==> src/rtl/gf_sram_arbiter_if.sv <==
// Fabric-side request/response bundle for gf_sram_arbiter.
// Two requesters share one bus. The master side drives the requests and the
// arbiter (slave) returns the grants, read strobes, read data and busy.
interface gf_sram_arbiter_if #(
    parameter int AW = 9,
    parameter int DW = 8
) ();
    logic [1:0]    req;
    logic [1:0]    we;
    logic [DW-1:0] wmask0;
    logic [DW-1:0] wmask1;
    logic [AW-1:0] addr0;
    logic [AW-1:0] addr1;
    logic [DW-1:0] wdata0;
    logic [DW-1:0] wdata1;
    logic [1:0]    gnt;
    logic [1:0]    rvalid;
    logic [DW-1:0] rdata;
    logic          busy;

    modport master (
        output req, we, wmask0, wmask1, addr0, addr1, wdata0, wdata1,
        input  gnt, rvalid, rdata, busy
    );

    modport slave (
        input  req, we, wmask0, wmask1, addr0, addr1, wdata0, wdata1,
        output gnt, rvalid, rdata, busy
    );
endinterface

==> src/rtl/gf_sram_arbiter.sv <==
// Two-requester round-robin controller for a single-port GF SRAM macro.
// Accepts at most one access per cycle, drives registered macro pins and
// returns read data a fixed two cycles after the grant edge.
// Optional feature macro: GF_SRAM_ARB_CLEAR_EN adds a post-reset sweep that
// writes zero to every address before fabric traffic is accepted.
module gf_sram_arbiter #(
    parameter int AW    = 9,
    parameter int DW    = 8,
    parameter int RDLAT = 2   // only 2 matches the macro timing
) (
    input  logic          UserCLK,
    input  logic          rst,
    gf_sram_arbiter_if.slave bus,
    output logic          CEN_SRAM,
    output logic          GWEN_SRAM,
    output logic [DW-1:0] WEN_SRAM,
    output logic [AW-1:0] A_SRAM,
    output logic [DW-1:0] D_SRAM,
    input  logic [DW-1:0] Q_SRAM,
    output logic          CLK_SRAM
);

`ifdef GF_SRAM_ARB_CLEAR_EN
    typedef enum logic [1:0] {ST_RESET, ST_CLEAR, ST_RUN} state_t;
    // One bit wider than the address so the sweep end and the guard cycle
    // after it can be told apart without a second flag.
    logic [AW:0] clr_cnt;
`else
    typedef enum logic [0:0] {ST_RESET, ST_RUN} state_t;
`endif

    state_t                 state;
    logic                   rr_last;       // index of the most recent grant
    logic [1:0]             gnt;
    logic [1:0]             rd_issue;
    logic [RDLAT-1:0][1:0]  rd_pipe;       // per-port read tags in flight
    logic [1:0]             rvalid_q;
    logic [DW-1:0]          rdata_q;
    logic                   sel_we;
    logic [DW-1:0]          sel_mask;
    logic [AW-1:0]          sel_addr;
    logic [DW-1:0]          sel_data;

    assign CLK_SRAM   = UserCLK;
    assign bus.busy   = (state != ST_RUN);
    assign bus.gnt    = gnt;
    assign bus.rvalid = rvalid_q;
    assign bus.rdata  = rdata_q;
    assign rd_issue   = gnt & ~bus.we;

    // Round-robin grant: a lone requester wins, a tie goes to the port that
    // did not win last. Gated by rst so no request is accepted and then lost.
    always_comb begin
        // NOTE: defaults first so every path assigns gnt and no latch is inferred.
        gnt = 2'b00;
        if (state == ST_RUN && !rst) begin
            gnt[0] = bus.req[0] & (~bus.req[1] | rr_last);
            gnt[1] = bus.req[1] & (~bus.req[0] | ~rr_last);
        end
    end

    // Select the granted port's access fields.
    always_comb begin
        sel_we   = bus.we[0];
        sel_mask = bus.wmask0;
        sel_addr = bus.addr0;
        sel_data = bus.wdata0;
        if (gnt[1]) begin
            sel_we   = bus.we[1];
            sel_mask = bus.wmask1;
            sel_addr = bus.addr1;
            sel_data = bus.wdata1;
        end
    end

    // Control FSM, macro pin registers and read-return pipeline.
    always_ff @(posedge UserCLK) begin
        if (rst) begin
            // NOTE: non-blocking assignments throughout so every flop samples pre-edge values.
            state     <= ST_RESET;
            rr_last   <= 1'b1;
            CEN_SRAM  <= 1'b1;
            GWEN_SRAM <= 1'b1;
            WEN_SRAM  <= '1;
            A_SRAM    <= '0;
            D_SRAM    <= '0;
            rd_pipe   <= '0;
            rvalid_q  <= 2'b00;
            rdata_q   <= '0;
`ifdef GF_SRAM_ARB_CLEAR_EN
            clr_cnt   <= '0;
`endif
        end else begin
            // Idle pins unless an access is issued below; A and D hold.
            CEN_SRAM  <= 1'b1;
            GWEN_SRAM <= 1'b1;
            WEN_SRAM  <= '1;

            // The macro returns Q one edge after it samples the read, so the
            // tag is captured alongside Q two edges after the grant.
            rd_pipe  <= {rd_pipe[RDLAT-2:0], rd_issue};
            rvalid_q <= rd_pipe[RDLAT-1];
            if (|rd_pipe[RDLAT-1]) begin
                rdata_q <= Q_SRAM;
            end

            case (state)
                ST_RESET: begin
`ifdef GF_SRAM_ARB_CLEAR_EN
                    state     <= ST_CLEAR;
                    CEN_SRAM  <= 1'b0;
                    GWEN_SRAM <= 1'b0;
                    WEN_SRAM  <= '0;
                    A_SRAM    <= '0;
                    D_SRAM    <= '0;
                    clr_cnt   <= {{AW{1'b0}}, 1'b1};
`else
                    state     <= ST_RUN;
`endif
                end
`ifdef GF_SRAM_ARB_CLEAR_EN
                ST_CLEAR: begin
                    if (!clr_cnt[AW]) begin
                        CEN_SRAM  <= 1'b0;
                        GWEN_SRAM <= 1'b0;
                        WEN_SRAM  <= '0;
                        A_SRAM    <= clr_cnt[AW-1:0];
                        D_SRAM    <= '0;
                        clr_cnt   <= clr_cnt + 1'b1;
                    end else if (!clr_cnt[0]) begin
                        // One guard cycle after the last clear write.
                        clr_cnt <= clr_cnt + 1'b1;
                    end else begin
                        state <= ST_RUN;
                    end
                end
`endif
                ST_RUN: begin
                    if (|gnt) begin
                        rr_last   <= gnt[1];
                        CEN_SRAM  <= 1'b0;
                        GWEN_SRAM <= ~sel_we;
                        WEN_SRAM  <= ~sel_mask;
                        A_SRAM    <= sel_addr;
                        D_SRAM    <= sel_data;
                    end
                end
                default: state <= ST_RESET;
            endcase
        end
    end

endmodule

==> src/flat_wrapper.sv <==
// flat-port wrapper written by rule: the top's interface ports become plain ports
module gf_sram_arbiter_flat 
#(
    parameter int AW    = 9,
    parameter int DW    = 8,
    parameter int RDLAT = 2                                     
)
  (UserCLK, rst, CEN_SRAM, GWEN_SRAM, WEN_SRAM, A_SRAM, D_SRAM, Q_SRAM, CLK_SRAM, bus_req, bus_we, bus_wmask0, bus_wmask1, bus_addr0, bus_addr1, bus_wdata0, bus_wdata1, bus_gnt, bus_rvalid, bus_rdata, bus_busy);
  gf_sram_arbiter_if #(.AW(AW), .DW(DW)) bus_i ();
  input  logic UserCLK;
  input  logic rst;
  output logic CEN_SRAM;
  output logic GWEN_SRAM;
  output logic [DW-1:0] WEN_SRAM;
  output logic [AW-1:0] A_SRAM;
  output logic [DW-1:0] D_SRAM;
  input  logic [DW-1:0] Q_SRAM;
  output logic CLK_SRAM;
  input wire logic [$bits(bus_i.req)-1:0] bus_req;
  input wire logic [$bits(bus_i.we)-1:0] bus_we;
  input wire logic [$bits(bus_i.wmask0)-1:0] bus_wmask0;
  input wire logic [$bits(bus_i.wmask1)-1:0] bus_wmask1;
  input wire logic [$bits(bus_i.addr0)-1:0] bus_addr0;
  input wire logic [$bits(bus_i.addr1)-1:0] bus_addr1;
  input wire logic [$bits(bus_i.wdata0)-1:0] bus_wdata0;
  input wire logic [$bits(bus_i.wdata1)-1:0] bus_wdata1;
  output wire logic [$bits(bus_i.gnt)-1:0] bus_gnt;
  output wire logic [$bits(bus_i.rvalid)-1:0] bus_rvalid;
  output wire logic [$bits(bus_i.rdata)-1:0] bus_rdata;
  output wire logic [$bits(bus_i.busy)-1:0] bus_busy;
  assign bus_i.req = bus_req;
  assign bus_i.we = bus_we;
  assign bus_i.wmask0 = bus_wmask0;
  assign bus_i.wmask1 = bus_wmask1;
  assign bus_i.addr0 = bus_addr0;
  assign bus_i.addr1 = bus_addr1;
  assign bus_i.wdata0 = bus_wdata0;
  assign bus_i.wdata1 = bus_wdata1;
  assign bus_gnt = bus_i.gnt;
  assign bus_rvalid = bus_i.rvalid;
  assign bus_rdata = bus_i.rdata;
  assign bus_busy = bus_i.busy;
  gf_sram_arbiter #(.AW(AW), .DW(DW), .RDLAT(RDLAT)) u_core (.UserCLK(UserCLK), .rst(rst), .bus(bus_i), .CEN_SRAM(CEN_SRAM), .GWEN_SRAM(GWEN_SRAM), .WEN_SRAM(WEN_SRAM), .A_SRAM(A_SRAM), .D_SRAM(D_SRAM), .Q_SRAM(Q_SRAM), .CLK_SRAM(CLK_SRAM));
endmodule
==> config.mk <==
export PLATFORM = sky130hd
export DESIGN_NAME = gf_sram_arbiter_flat
export DESIGN_NICKNAME = d
export VERILOG_FILES = /design/src/rtl/gf_sram_arbiter_if.sv /design/src/rtl/gf_sram_arbiter.sv /design/src/flat_wrapper.sv
export SDC_FILE = /design/constraint.sdc
export NUM_CORES = 1
export LEC_CHECK = 0
export CAP_MARGIN = 20
export CORE_ASPECT_RATIO = 0.7
export CORE_MARGIN = 2
export CORE_UTILIZATION = 34
export CTS_CLUSTER_SIZE = 30
export DETAILED_ROUTE_END_ITERATION = 7
export GPL_ROUTABILITY_DRIVEN = 0
export HOLD_SLACK_MARGIN = 0.06
export PLACE_DENSITY = 0.71
export SYNTH_ARGS = -nofsm -noshare
export SYNTH_HDL_FRONTEND = slang
export SYNTH_SLANG_ARGS = --single-unit
==> constraint.sdc <==
create_clock -name UserCLK -period 2 [get_ports UserCLK]
set_clock_uncertainty 0.15 [all_clocks]
set_input_delay 0.3 -clock UserCLK [delete_from_list [all_inputs] [get_ports UserCLK]]
set_output_delay 0.3 -clock UserCLK [all_outputs]
set_load 0.1 [all_outputs]
==> results by group, run 1 <==
Place
  • Post-place setup slack: -0.3896 ns
  • PortBufs: about 100
  • Placed insts: approximately 370
  • Post-DP HPWL: roughly 3900 µm

Logic synthesis
  • Syn_area_per_cell: 8.897 µm²
  • Yosys warnings: 0
  • Asr flop ratio synth: 0%
  • Synth top cells by count: dfxtp_1, o21ai_0, a21oi_1, nand3_1, clkbuf_1
  • Mapped Cells: around 210
  • Area leader, netlist: dfxtp_1
  • Post-synth EDFFs: 0
  • Top-count cell post-synth: dfxtp_1
  • Post-synth cell types: 26
  • Post-Syn Nets: about 270
  • Sequential fraction of the synthesis area: between 40 and 50%
  • Top_reg_cell synth: dfxtp_1
  • Yosys reg bits: 43
  • Post-Syn Area: 1842 µm²
  • Largest cells by area after synthesis: dfxtp_1, o21ai_0, a311oi_2
  • Share of the synthesized area in the top cell type: 46.74%

Worst hold path
  • Cell count of the worst hold path: 1
  • Hold worst-path end: u_core.rd_pipe[2]
  • Hold path startpoint: u_core.rd_pipe[0]
  • HP Class: flop to flop

Worst setup path
  • Buffers & Inverters on Critical Path: 3
  • R2r setup slk: between 0.4 and 0.5 ns
  • RR Startpoint: u_core.state
  • Worst endpoint data arrival time: 1.50 ns
  • Worst setup path class: clock port to output pin
  • CP max FO: 2
  • Reg2Reg Capture Point: u_core.WEN_SRAM[3]
  • Critical-path cell list: clkbuf_8 > clkbuf_8 > buf_2
  • Slowest CP cell: buf_2
  • Worst Setup End Kind: output pin
  • R2R cell count: 4
  • Largest stage delay on the critical path: approximately 0.28 ns
  • Startpoint class of the critical path: clock port
  • Worst endpoint required time: around 1.6 ns
  • Most common cell on crit path: clkbuf_8
  • CP top delay family: buffers and inverters

Route
  • Vias per cell: between 5 and 6
  • DRC violations left: 0
  • Via count: 1946
  • Final wirelength: around 5500 µm
  • DRT iter0 DRCs: just over 80
  • Routed WL per cell: approximately 14 µm
  • TritonRoute pass-1 iters: 4
  • Number of routed nets with antenna violations: 0

STA
  • Fmax: just over 500 MHz
  • Max-slew violation count: 0
  • Worst slew margin: 67.22%
  • Tmin final: approximately 2 ns
  • Unrepaired setup endpoints after global routing: false
  • Final Hold Viols: 0
  • PnR worst setup slack: 0.04615 ns
  • Setup Viol. Count Final: 0
  • Final clock period utilization by the worst path: 97.69%
  • Tightest Pin Transition: ~0.49 ns
  • Setup TNS: 0 ns

Cells and area
  • Diodes inserted: 0
  • Layout cells sized above 1: 24.92%
  • Non-Filler Instances: around 390
  • Fin util: between 50% and 60%
  • Area grow syn2layout: 65.01%
  • Final nets: between 300 and 400

Power and ir drop
  • Peak supply drop: 0.3226 mV
  • Leakage: 0.001138 µW
  • PD cells: between 800 and 900 nW/µm²

Floorplan
  • Die Wd: 91.97 µm
  • Die Ht: 65.58 µm
  • Core Rows: 22
  • IO Pins: about 110
  • Area of the core: 5230 µm²
  • Starting Density: 35.22%
  • Die area: just over 6000 µm²

Global routing
  • Largest net degree at the start of global routing: 19
  • GRT Residual Overflow: 0
  • Vias in the first global route: 1944
  • GRT Util Overall: 18.89%
  • First-pass GRT wire length: 9011 µm
  • Initial antenna violation count: 0

Clock tree
  • CTS clk-pin slew, worst paths: ~0.090 ns
  • CTS tree: done
  • Worst-skew pair later-pin latency: roughly 0.40 ns
  • Hold Buf Count CTS: 0

Status
  • Status: finished, final reports clean

Job
  • Max cap viols: 0
## area by class of cell
| type | instances | area, µm² |
|---|---|---|
| Tap cell | 72 | 90.09 |
| Clock inverter | 3 | 20.02 |
| Clock buffer | 9 | 115.1 |
| Multi-Input combinational cell | 139 | 863.3 |
| Fill cell | 494 | 2191 |
| Inverter | 3 | 11.26 |
| Sequential cell | 43 | 860.8 |
| Timing Repair Buffer | 116 | 1079 |
## cell usage in the layout (no fill, tap or decap)
| cell type | synthesis | routed |
|---|---|---|
| clkdlybuf4s50_1 | 0 | 63 |
| buf_4 | 2 | 49 |
| dfxtp_1 | 43 | 43 |
| o21ai_0 | 34 | 34 |
| nand3_1 | 26 | 26 |
| a21oi_1 | 26 | 26 |
| a311oi_2 | 10 | 10 |
| nand2_1 | 9 | 9 |
| a21o_1 | 9 | 9 |
| clkbuf_8 | 0 | 8 |
| a311oi_1 | 7 | 7 |
| nor2b_1 | 5 | 5 |
| buf_12 | 0 | 4 |
| and3_1 | 2 | 2 |
| inv_1 | 2 | 2 |
| clkinvlp_4 | 0 | 2 |
| and2_1 | 1 | 1 |
| nand3b_1 | 1 | 1 |
| nor2_4 | 0 | 1 |
| and2b_1 | 1 | 1 |
| nand2b_1 | 1 | 1 |
| o21ai_1 | 1 | 1 |
| or2_1 | 1 | 1 |
| and2_4 | 1 | 1 |
| and3b_1 | 1 | 1 |
| inv_2 | 1 | 1 |
| nor2_1 | 2 | 1 |
| nor3_1 | 1 | 1 |
| clkinv_2 | 0 | 1 |
| buf_2 | 7 | 1 |
## metrics by stage
stage | power (µW) | hold slack (ns) | instance area (µm²)
final | 2435 | 0.2847 | 3039
after global routing | 2541 | 0.3024 | 3039
after CTS | 2462 | 0.2856 | 3039
after detailed placement | 1772 | 0.2712 | 2914
after global placement | 1769 | 0.2670 | 2914
after floorplan | 1526 | 0.2216 | 1849
## how the worst max path moves through the flow
stage                      end  depth (start not counted)  slack, ns    startpoint
finish                CLK_SRAM                          3       0.05       UserCLK
global route        bus_gnt[0]                          3       0.03  u_core.state
CTS                   CLK_SRAM                          3       0.04       UserCLK
detailed placement    CLK_SRAM                          1      -0.39       UserCLK
global placement      CLK_SRAM                          1      -0.39       UserCLK
floorplan           bus_gnt[0]                          3       0.10  u_core.state
## cell families (layout without fill, tap and decap cells)
group	count (synthesis)	after routing	synth area share, %
compound gates	87	87	31.72
simple gates	52	52	14.74
flops	43	43	46.74
buf+inv	25	131	6.793
## timing repair
item / 4_1_cts / 5_1_grt
gates resized for setup: 5 / 0
setup endpoints to repair: 1 / 0
setup buffers: 0 / 0
## registers in the layout (all words and copies together) (netlist names)
signal,flops
u_core.A_SRAM,9
u_core.CEN_SRAM,1
u_core.D_SRAM,8
u_core.GWEN_SRAM,1
u_core.WEN_SRAM,8
u_core.bus.rdata,8
u_core.bus.rvalid,2
u_core.rd_pipe,4
u_core.rr_last,1
u_core.state,1
## report_power, final
| part | total [µW] | internal [µW] | switching [µW] |
|---|---|---|---|
| clock network | 880 | 384 | 497 |
| registers | 915 | 894 | 21.7 |
| logic | 640 | 228 | 411 |
| total | 2440 | 1510 | 929 |
## metal layers
metal | vias to the layer above | share of wire (%) | track usage (%) | wire length [µm]
li1 | 962 | - | - | -
met1 | 898 | 49 | 26.10 | 2652
met2 | 80 | 42 | 27.76 | 2304
met3 | 6 | 8.4 | 5.963 | 458
met4 | 0 | 0.81 | 6.716 | 44
met5 | - | 0 | 0 | 0
Power figures use the tool's default switching activity.
==> inputs of run 2 (changes only) <==
--- a/config.mk
+++ b/config.mk
@@ -9,6 +9,7 @@
 export CORE_ASPECT_RATIO = 0.7
 export CORE_MARGIN = 2
 export CORE_UTILIZATION = 34
+export CTS_CLUSTER_DIAMETER = 40
 export CTS_CLUSTER_SIZE = 30
 export DETAILED_ROUTE_END_ITERATION = 7
 export GPL_ROUTABILITY_DRIVEN = 0
==> results of run 2 <==
The final DEF is identical to that of run 1; final timing and power are the same.
==> inputs of run 3 (changes only) <==
==> constraint.sdc (replaced) <==
create_clock -name UserCLK -period 2 [get_ports UserCLK]
set_clock_uncertainty 0.15 [all_clocks]
set_input_delay 0.4 -clock UserCLK [delete_from_list [all_inputs] [get_ports UserCLK]]
set_output_delay 0.4 -clock UserCLK [all_outputs]
set_load 0.1 [all_outputs]
==> results by group, run 3 (synthesis results as in run 1) <==
Worst setup path
  • Worst setup path class: clock port to output pin
  • Worst endpoint data arrival time: 1.44 ns (-0.06 ns)
  • Worst endpoint required time: 1.45 ns (-0.10 ns)
  • CP max FO: 2 (unchanged)
  • R2r setup slk: 0.38 ns (-0.05 ns)
  • Worst Setup End Kind: output pin
  • Startpoint class of the critical path: clock port

Route
  • Number of routed nets with antenna violations: 0 (unchanged)
  • DRC violations left: 0 (unchanged)
  • Final wirelength: 5781 µm (+5.9%)
  • Via count: 1981 (+1.8%)
  • DRT iter0 DRCs: 102 (+26%)
  • TritonRoute pass-1 iters: 4 (unchanged)
  • Routed WL per cell: 14.94 µm (+5.4%)
  • Vias per cell: 5.119 (+1.3%)

Global routing
  • Largest net degree at the start of global routing: 31 (+12)
  • GRT Util Overall: 19.74% (+0.85 points)
  • Grt met2 use: 29.96% (+2.2 points)
  • Most Crowded Layer GR: met2
  • M3 GR Usage: 6.651% (+0.69 points)
  • First-pass GRT wire length: 9356 µm (+3.8%)
  • Initial antenna violation count: 0 (unchanged)
  • Vias in the first global route: 2041 (+5.0%)
  • GRT Residual Overflow: 0 (unchanged)
  • GR Util met1: 26.03% (-0.071 points)

Clock tree
  • CTS tree: done
  • Worst-skew pair later-pin latency: 0.39 ns (about the same)
  • CTS clk-pin slew, worst paths: 0.08 ns (about the same)
  • Hold Buf Count CTS: 0 (unchanged)

Cells and area
  • Number of fill cells in the layout: 410 (-17%)
  • Final nets: 378 (+0.53%)
  • Most common cell after layout, fill and taps aside: clkdlybuf4s50_1
  • Area grow syn2layout: 91.85%
  • Diodes inserted: 0 (unchanged)
  • Top reg by flops: u_core.A_SRAM
  • Design area: 3533 µm² (+16%)
  • Number of flip-flops in the largest register: 9 (unchanged)
  • Layout cells sized above 1: 25.71% (+0.79 points)
  • Most frequent cells in the layout: clkdlybuf4s50_1, dfxtp_1, buf_12

Place
  • PortBufs: 104 (unchanged)
  • Post-DP HPWL: 4215 µm (+7.6%)
  • Placed inst area: 3386 µm² (+16%)
  • Post-place setup slack: -0.4896 ns (-0.1000 ns)

Power and ir drop
  • Peak supply drop: 0.3592 mV (+11%)
  • PD cells: 724.1 nW/µm² (-9.6%)
  • Leakage: 0.001317 µW (+16%)

Worst hold path
  • HP Class: flop to flop

STA
  • Worst slew margin: 67.54% (+0.32 points)
  • PnR worst setup slack: 0.01404 ns (-0.03211 ns)
  • Unrepaired setup endpoints after global routing: false
  • Tightest Pin Transition: 0.4851 ns (-0.004790 ns)
  • Max-slew violation count: 0 (unchanged)
  • Final Hold Viols: 0 (unchanged)
  • Setup Viol. Count Final: 0 (unchanged)
  • Fin Hold WS: 0.2895 ns (+0.004752 ns)

Floorplan
  • Die Ht: 65.58 µm (unchanged)
  • Core Rows: 22 (unchanged)
  • Starting Density: 35.22% (unchanged)
  • Die area: 6031 µm² (unchanged)
  • Area of the core: 5230 µm² (unchanged)
  • Die Wd: 91.97 µm (unchanged)
  • IO Pins: 105 (unchanged)

Job
  • Max cap viols: 0 (unchanged)

Status
  • Status: finished, final reports clean
==> run 3: changes by cell type in the layout (fill, tap and decap cells not counted), sizes merged <==
cell           previous run  this run
clkdlybuf4s50            63        60
dlygate4sd2               0         1
clkbuf                    8        10
buf                      54        55
clkinvlp                  2         1
dlymetal6s2s              0         2
==> run 3: worst paths after layout <==
path	startpoint	to	depth (start not counted)
setup / recovery	UserCLK	CLK_SRAM	3
hold / removal	u_core.rd_pipe[1]	u_core.rd_pipe[3]	1
setup reg to reg	u_core.state	u_core.WEN_SRAM[5]	5
hold reg to reg	u_core.rd_pipe[1]	u_core.rd_pipe[3]	1
==> run 3: worst max-delay path: stages <==
cell	delay, ns
clkbuf_8	0.11
clkbuf_8	0.12
clkbuf_8	0.20
==> run 3: routing by layer <==
metal | share of wire (%) | vias to the layer above
li1 | - | 967
met1 | 47 | 926
met2 | 45 | 82
met3 | 7.6 | 6
met4 | 0.90 | 0
met5 | 0 | -
==> run 3: cell type report <==
cell class,count,area [µm²],share of cell area (%)
Clock inverter,2,12.51,0.3541
Sequential cell,43,860.8,24.36
Multi-Input combinational cell,139,870.8,24.65
Clock buffer,10,127.6,3.612
Inverter,3,11.26,0.3187
Timing Repair Buffer,118,1560,44.16
Tap cell,72,90.09,2.550
==> run 3: what timing repair did <==
action	4_1_cts	5_1_grt
buffers inserted	1	0
endpoints found under the setup margin	3	2
gates cloned	0	0
resized for setup	9	3
endpoints found under the hold margin	0	0
pin swaps	1	1
==> run 3: through the flow <==
step / total power [µW] / TNS, ns / std cells / util, %
floorplan: 1527 / 0 / 207 / -
global placement: 1872 / -0.8329 / 375 / 64.74
detailed placement: 1877 / -1.447 / 375 / 64.74
CTS: 2586 / 0 / 387 / 67.42
global route: 2657 / 0 / 387 / 67.56
finish: 2559 / 0 / 387 / 67.56
==> run 3: power breakdown <==
group	total (µW)	internal (µW)	switching [µW]
Sequential	934	894	40.3
Combinational	730	315	415
Clock	894	419	476
Total	2560	1630	931
